## src/rtl/ins_dec_pkg.sv

```systemverilog
// Shared widths, opcodes, field positions and the decoded-word struct for the instruction decoder.
// Optional branch flag: INS_DEC_BRANCH_FLAG_EN adds jmp_en to the decoded word.
package ins_dec_pkg;

    localparam int INS_W     = 11;
    localparam int OPC_W     = 3;
    localparam int REG_SEL_W = 2;
    localparam int DATA_W    = 4;

    localparam logic [OPC_W-1:0] OPC_NOP    = 3'b011;
    localparam logic [OPC_W-1:0] OPC_BRANCH = 3'b100;

    // Bit positions within the instruction word
    localparam int OPC_LSB      = 8;
    localparam int SEL_DATA_BIT = 9;
    localparam int ALU_OP_BIT   = 8;
    localparam int SEL_A_LSB    = 2;
    localparam int SEL_B_LSB    = 0;
    localparam int SEL_W_LSB    = 4;
    localparam int IMM_LSB      = 0;
    localparam int JMP_LSB      = 4;

    typedef struct packed {
        logic                 sel_data;
        logic                 write_en;
        logic                 alu_op;
`ifdef INS_DEC_BRANCH_FLAG_EN
        logic                 jmp_en;
`endif
        logic [REG_SEL_W-1:0] sel_a;
        logic [REG_SEL_W-1:0] sel_b;
        logic [REG_SEL_W-1:0] sel_w;
        logic [DATA_W-1:0]    imm;
        logic [DATA_W-1:0]    jmp;
    } dec_t;

    // Only NOP (011) and BRANCH (100) leave the register file untouched.
    function automatic logic calc_write_en(input logic [OPC_W-1:0] opc);
        return (opc[2] | ~opc[1] | ~opc[0]) & (~opc[2] | opc[1] | opc[0]);
    endfunction

endpackage

```

## src/rtl/ins_dec_if.sv

```systemverilog
// Instruction-in / decode-out bundle between the fetch stage and the datapath consumers.
// jmp_en exists only when INS_DEC_BRANCH_FLAG_EN is defined.
interface ins_dec_if;
    import ins_dec_pkg::*;

    logic                 ins_valid;
    logic [INS_W-1:0]     INS;
    logic                 dec_valid;
    logic                 sel_data;
    logic                 write_en;
    logic                 alu_op;
    logic [REG_SEL_W-1:0] SEL_A;
    logic [REG_SEL_W-1:0] SEL_B;
    logic [REG_SEL_W-1:0] SEL_W;
    logic [DATA_W-1:0]    IMM;
    logic [DATA_W-1:0]    JMP;
`ifdef INS_DEC_BRANCH_FLAG_EN
    logic                 jmp_en;
`endif

    modport master (
        output ins_valid, INS,
        input  dec_valid, sel_data, write_en, alu_op, SEL_A, SEL_B, SEL_W, IMM, JMP
`ifdef INS_DEC_BRANCH_FLAG_EN
      , input  jmp_en
`endif
    );

    modport slave (
        input  ins_valid, INS,
        output dec_valid, sel_data, write_en, alu_op, SEL_A, SEL_B, SEL_W, IMM, JMP
`ifdef INS_DEC_BRANCH_FLAG_EN
      , output jmp_en
`endif
    );

endinterface

```

## src/rtl/ins_dec_comb.sv

```systemverilog
// Combinational field slicer: instruction word to decoded struct, write_en from opcode.
// Latency: 0 cycles (pure combinational).
// Backpressure: none.
module ins_dec_comb
    import ins_dec_pkg::*;
(
    input  logic [INS_W-1:0] ins,
    output dec_t             dec
);

    logic [OPC_W-1:0] opc;

    assign opc = ins[OPC_LSB +: OPC_W];

    // Overlapping fields are sliced regardless of opcode; consumers pick what they need.
    always_comb begin
        dec          = '0;
        dec.sel_data = ins[SEL_DATA_BIT];
        dec.alu_op   = ins[ALU_OP_BIT];
        dec.write_en = calc_write_en(opc);
`ifdef INS_DEC_BRANCH_FLAG_EN
        dec.jmp_en   = (opc == OPC_BRANCH);
`endif
        dec.sel_a    = ins[SEL_A_LSB +: REG_SEL_W];
        dec.sel_b    = ins[SEL_B_LSB +: REG_SEL_W];
        dec.sel_w    = ins[SEL_W_LSB +: REG_SEL_W];
        dec.imm      = ins[IMM_LSB   +: DATA_W];
        dec.jmp      = ins[JMP_LSB   +: DATA_W];
    end

endmodule

```

## src/rtl/ins_dec_reg.sv

```systemverilog
// Registered instruction decoder; INS_DEC_BRANCH_FLAG_EN adds the jmp_en output.
// Latency: 1 cycle, no combinational input-to-output path.
// Backpressure: none; one instruction accepted every cycle.
module ins_dec_reg
    import ins_dec_pkg::*;
(
    input  logic       clk,
    input  logic       rst_n,
    ins_dec_if.slave   bus
);

    dec_t dec_d;
    dec_t dec_q;
    logic dec_valid_q;

    ins_dec_comb u_comb (
        .ins (bus.INS),
        .dec (dec_d)
    );

    // Idle cycles kill the strobes explicitly so an undriven INS cannot leak into them;
    // the data fields hold their last decoded value.
    always_ff @(posedge clk) begin
        if (!rst_n) begin
            dec_q       <= '0;
            dec_valid_q <= 1'b0;
        end else if (bus.ins_valid) begin
            dec_q       <= dec_d;
            dec_valid_q <= 1'b1;
        end else begin
            dec_valid_q    <= 1'b0;
            dec_q.write_en <= 1'b0;
`ifdef INS_DEC_BRANCH_FLAG_EN
            dec_q.jmp_en   <= 1'b0;
`endif
        end
    end

    assign bus.dec_valid = dec_valid_q;
    assign bus.sel_data  = dec_q.sel_data;
    assign bus.write_en  = dec_q.write_en;
    assign bus.alu_op    = dec_q.alu_op;
    assign bus.SEL_A     = dec_q.sel_a;
    assign bus.SEL_B     = dec_q.sel_b;
    assign bus.SEL_W     = dec_q.sel_w;
    assign bus.IMM       = dec_q.imm;
    assign bus.JMP       = dec_q.jmp;
`ifdef INS_DEC_BRANCH_FLAG_EN
    assign bus.jmp_en    = dec_q.jmp_en;
`endif

endmodule

```

## src/flat_wrapper.sv

```systemverilog
// flat-port wrapper written by rule: the top's interface ports become plain ports
module ins_dec_reg_flat import ins_dec_pkg::*;
  (clk, rst_n, bus_ins_valid, bus_INS, bus_dec_valid, bus_sel_data, bus_write_en, bus_alu_op, bus_SEL_A, bus_SEL_B, bus_SEL_W, bus_IMM, bus_JMP);
  ins_dec_if bus_i ();
  input  logic clk;
  input  logic rst_n;
  input wire logic [$bits(bus_i.ins_valid)-1:0] bus_ins_valid;
  input wire logic [$bits(bus_i.INS)-1:0] bus_INS;
  output wire logic [$bits(bus_i.dec_valid)-1:0] bus_dec_valid;
  output wire logic [$bits(bus_i.sel_data)-1:0] bus_sel_data;
  output wire logic [$bits(bus_i.write_en)-1:0] bus_write_en;
  output wire logic [$bits(bus_i.alu_op)-1:0] bus_alu_op;
  output wire logic [$bits(bus_i.SEL_A)-1:0] bus_SEL_A;
  output wire logic [$bits(bus_i.SEL_B)-1:0] bus_SEL_B;
  output wire logic [$bits(bus_i.SEL_W)-1:0] bus_SEL_W;
  output wire logic [$bits(bus_i.IMM)-1:0] bus_IMM;
  output wire logic [$bits(bus_i.JMP)-1:0] bus_JMP;
  assign bus_i.ins_valid = bus_ins_valid;
  assign bus_i.INS = bus_INS;
  assign bus_dec_valid = bus_i.dec_valid;
  assign bus_sel_data = bus_i.sel_data;
  assign bus_write_en = bus_i.write_en;
  assign bus_alu_op = bus_i.alu_op;
  assign bus_SEL_A = bus_i.SEL_A;
  assign bus_SEL_B = bus_i.SEL_B;
  assign bus_SEL_W = bus_i.SEL_W;
  assign bus_IMM = bus_i.IMM;
  assign bus_JMP = bus_i.JMP;
  ins_dec_reg u_core (.clk(clk), .rst_n(rst_n), .bus(bus_i));
endmodule
```

## config.mk

```make
export PLATFORM = sky130hd
export DESIGN_NAME = ins_dec_reg_flat
export DESIGN_NICKNAME = d
export VERILOG_FILES = /design/src/rtl/ins_dec_pkg.sv /design/src/rtl/ins_dec_if.sv /design/src/rtl/ins_dec_comb.sv /design/src/rtl/ins_dec_reg.sv /design/src/flat_wrapper.sv
export SDC_FILE = /design/constraint.sdc
export NUM_CORES = 1
export LEC_CHECK = 0
export CORE_MARGIN = 2
export CORE_UTILIZATION = 35
export DETAILED_ROUTE_END_ITERATION = 10
export PLACE_DENSITY = 0.78
export SYNTH_ARGS = -nofsm -noshare
export SYNTH_HDL_FRONTEND = slang
export SYNTH_SLANG_ARGS = --single-unit
```

## constraint.sdc

```tcl
create_clock -name clk -period 2.6 [get_ports clk]
set_clock_uncertainty 0.15 [all_clocks]
set_input_delay 0.52 -clock clk [delete_from_list [all_inputs] [get_ports clk]]
set_output_delay 0.52 -clock clk [all_outputs]
set_load 0.01 [all_outputs]
```

==> key figures <==
Run status
  • Status: completed

Clock network
  • H-tree depth: 1
  • Clock root buffer: clkbuf_4
  • Clk sink count: 12
  • Clk slew on worst S/H paths: 70 ps
  • Post-CTS setup repair buffer count: 0
  • Post-CTS Hold Fix Bufs: 0
  • CTS resizes: 0
  • Number of CTS-inserted buffers: 3
  • Skew-Pair Late Insertion Delay: 260 ps
  • Clk buf depth: 2
  • CTS tree: yes

Setup path
  • CP Cell Sequence: clkdlybuf4s50_1
  • Crit. Startpoint: u_core.bus.IMM[3]$_SDFFE_PN0P_
  • Crit Path Category: reg -> out
  • WP data arrival: 1170 ps
  • Buf+Inv Stages, Crit Path: 1
  • Startpoint Class: register
  • Critical R2R Launch: u_core.bus.JMP[3]$_SDFFE_PN0P_
  • R2R depth: 2
  • Critical Path RT: ~1900 ps
  • Crit Path Max Fanout: 3
  • Flop2flop setup slack: 1810 ps
  • Delay-heaviest family, CP: buffers and inverters
  • Critical Path Max Stage Delay: 550 ps
  • Slowest-stage cell, CP: clkdlybuf4s50_1
  • RR Endpoint: u_core.bus.JMP[3]$_SDFFE_PN0P_
  • Critical Path Sink: bus_IMM[3]
  • Critical path depth: 1
  • CP Capture Type: primary output

Drt
  • DRC viols: 0
  • Vias: between 300 and 400
  • Via density: approximately 4.4
  • Initial DRC count: 2
  • DRT antenna net count: 0
  • Drt wl/cell: around 11 um
  • Drt total wl: 926 um
  • First drt pass iteration count: 2

Logic synthesis
  • Post-synth ARST share: 0
  • Post-synth top area cell: dfxtp_1
  • Top-area cell type share of the netlist area: 0.486
  • Post-synth EDFFs: 0
  • Mean Syn Cell Area: about 11 um^2
  • Synthesized instance count: 44
  • Syn. warnings: 0
  • Mapped Nets: 58
  • Post-Syn Area: 494 um^2
  • Most instantiated cells after synthesis: dfxtp_1, mux2i_1, nor2b_1, buf_4
  • Synth Flop Type: dfxtp_1
  • Largest cells by area after synthesis: dfxtp_1, mux2i_1, nor2b_1, buf_4, buf_6
  • Seq cells post-synth: 12
  • Post-synthesis cell type count: 10
  • Count leader, synth: dfxtp_1
  • Sequential area share after synthesis: 0.486

Final layout
  • Layout Utilization: 0.596
  • # nets final: 86
  • Area grow syn2layout: 59.0%
  • Antenna cells: 0
  • Layout cells sized above 1: 0.0571

Min path
  • Hold_sp: u_core.bus.sel_data$_SDFFE_PN0P_
  • Hold Path Class: reg -> reg

STA
  • Slew headroom: 0.591
  • Setup violators final: 0
  • Final Cycle Share: 0.708
  • Final hold viol count: 0
  • RSZ-0062 raised after global routing: no
  • Max Slew Vio Count: 0
  • Fin Setup TNS: 0 ps
  • Slew @ Worst Pin: 611 ps
  • Post-route minimum period: approximately 1800 ps
  • Maximum clock rate: 543 MHz

Die
  • I/O pins: 32
  • Starting density of the core: 0.375
  • Core Area: 0.00132 mm^2
  • Chip Height: 41.6 um
  • Die Area: 0.00173 mm^2
  • Die Span X: 41.6 um
  • Row cnt: 13

Global routing
  • First-pass GRT wire length: around 1.5 mm
  • Global route total overflow: 0
  • GRT Resource Usage Total: 0.113
  • Antenna violations before repair: 0
  • Vias in the first global route: between 300 and 400
  • Largest net degree at the start of global routing: 12

Flow run
  • Max Cap Violations: 0

Pwr
  • Design Power: 0.000392 W
  • Worst vdd ir: 0.300 mV
  • Pleak: 0.324 nW
  • Power Density: 499 mW/mm^2

Placement
  • Placer Congestion: 0.608
  • IO buf count: 31
per-layer routing:
metal,track usage,vias to the layer above,part of all wire
met5,0,-,0
met4,0.0581,0,0
met3,0.0565,0,0.086
met2,0.175,20,0.48
met1,0.126,161,0.44
li1,-,189,-
final cells by class:
class / instances / area (um^2)
Timing Repair Buffer: 31 / 310
Multi-Input combinational cell: 24 / 194
Clock buffer: 3 / 22.5
Tap cell: 15 / 18.8
Fill cell: 126 / 532
Sequential cell: 12 / 240
report_power, final:
part           internal [W]  switching, W
logic             0.0000564     0.0000280
registers          0.000195    0.00000605
clock network     0.0000534     0.0000536
total              0.000305     0.0000876
worst register-to-register path: cells and delay by family (launching register included):
family / cells / cell delay [ps]
DFF: 1 / 320
muxes: 1 / 140
and+or+nand+nor: 1 / 70
worst min-delay path by stage:
stage / slack, ps / endpoint / cells past startpoint
2_1_floorplan: 390 / u_core.bus.JMP[2]$_SDFFE_PN0P_ / 2
3_3_place_gp: 360 / u_core.bus.JMP[2]$_SDFFE_PN0P_ / 2
3_5_place_dp: 360 / u_core.bus.sel_data$_SDFFE_PN0P_ / 2
4_1_cts: 380 / u_core.bus.sel_data$_SDFFE_PN0P_ / 2
5_1_grt: 390 / u_core.bus.sel_data$_SDFFE_PN0P_ / 2
6_report: 380 / u_core.bus.sel_data$_SDFFE_PN0P_ / 2
kinds of logic (layout without fill, tap and decap cells):
kind of cell,after synthesis,in the layout,synth area share
flops,12,12,0.486
buf+inv,8,34,0.122
compound gates,1,1,0.0203
simple gates,13,13,0.170
mux,10,10,0.203
registers in the layout, summed over array words and instances (netlist names):
name	count
u_core.bus.IMM	4
u_core.bus.JMP	4
u_core.bus.alu_op	1
u_core.bus.dec_valid	1
u_core.bus.sel_data	1
u_core.bus.write_en	1
cells in the final DEF (no fill, tap or decap):
cell             count
nor2b_1             10
nand2_1              1
mux2i_1             10
clkbuf_4             3
dfxtp_1             12
or3b_1               1
and2_4               1
clkdlybuf4s50_1     31
o211a_1              1
through the flow:
stage          instances  cell area [um^2]  worst slack [ps]  hold slack (ps)
2_1_floorplan         44               494              1340              388
3_3_place_gp          82               763               615              358
3_5_place_dp          82               763               582              362
4_1_cts               85               786               734              382
5_1_grt               85               786               707              395
6_report              85               786               759              379
(Power assumes the default switching activity.)
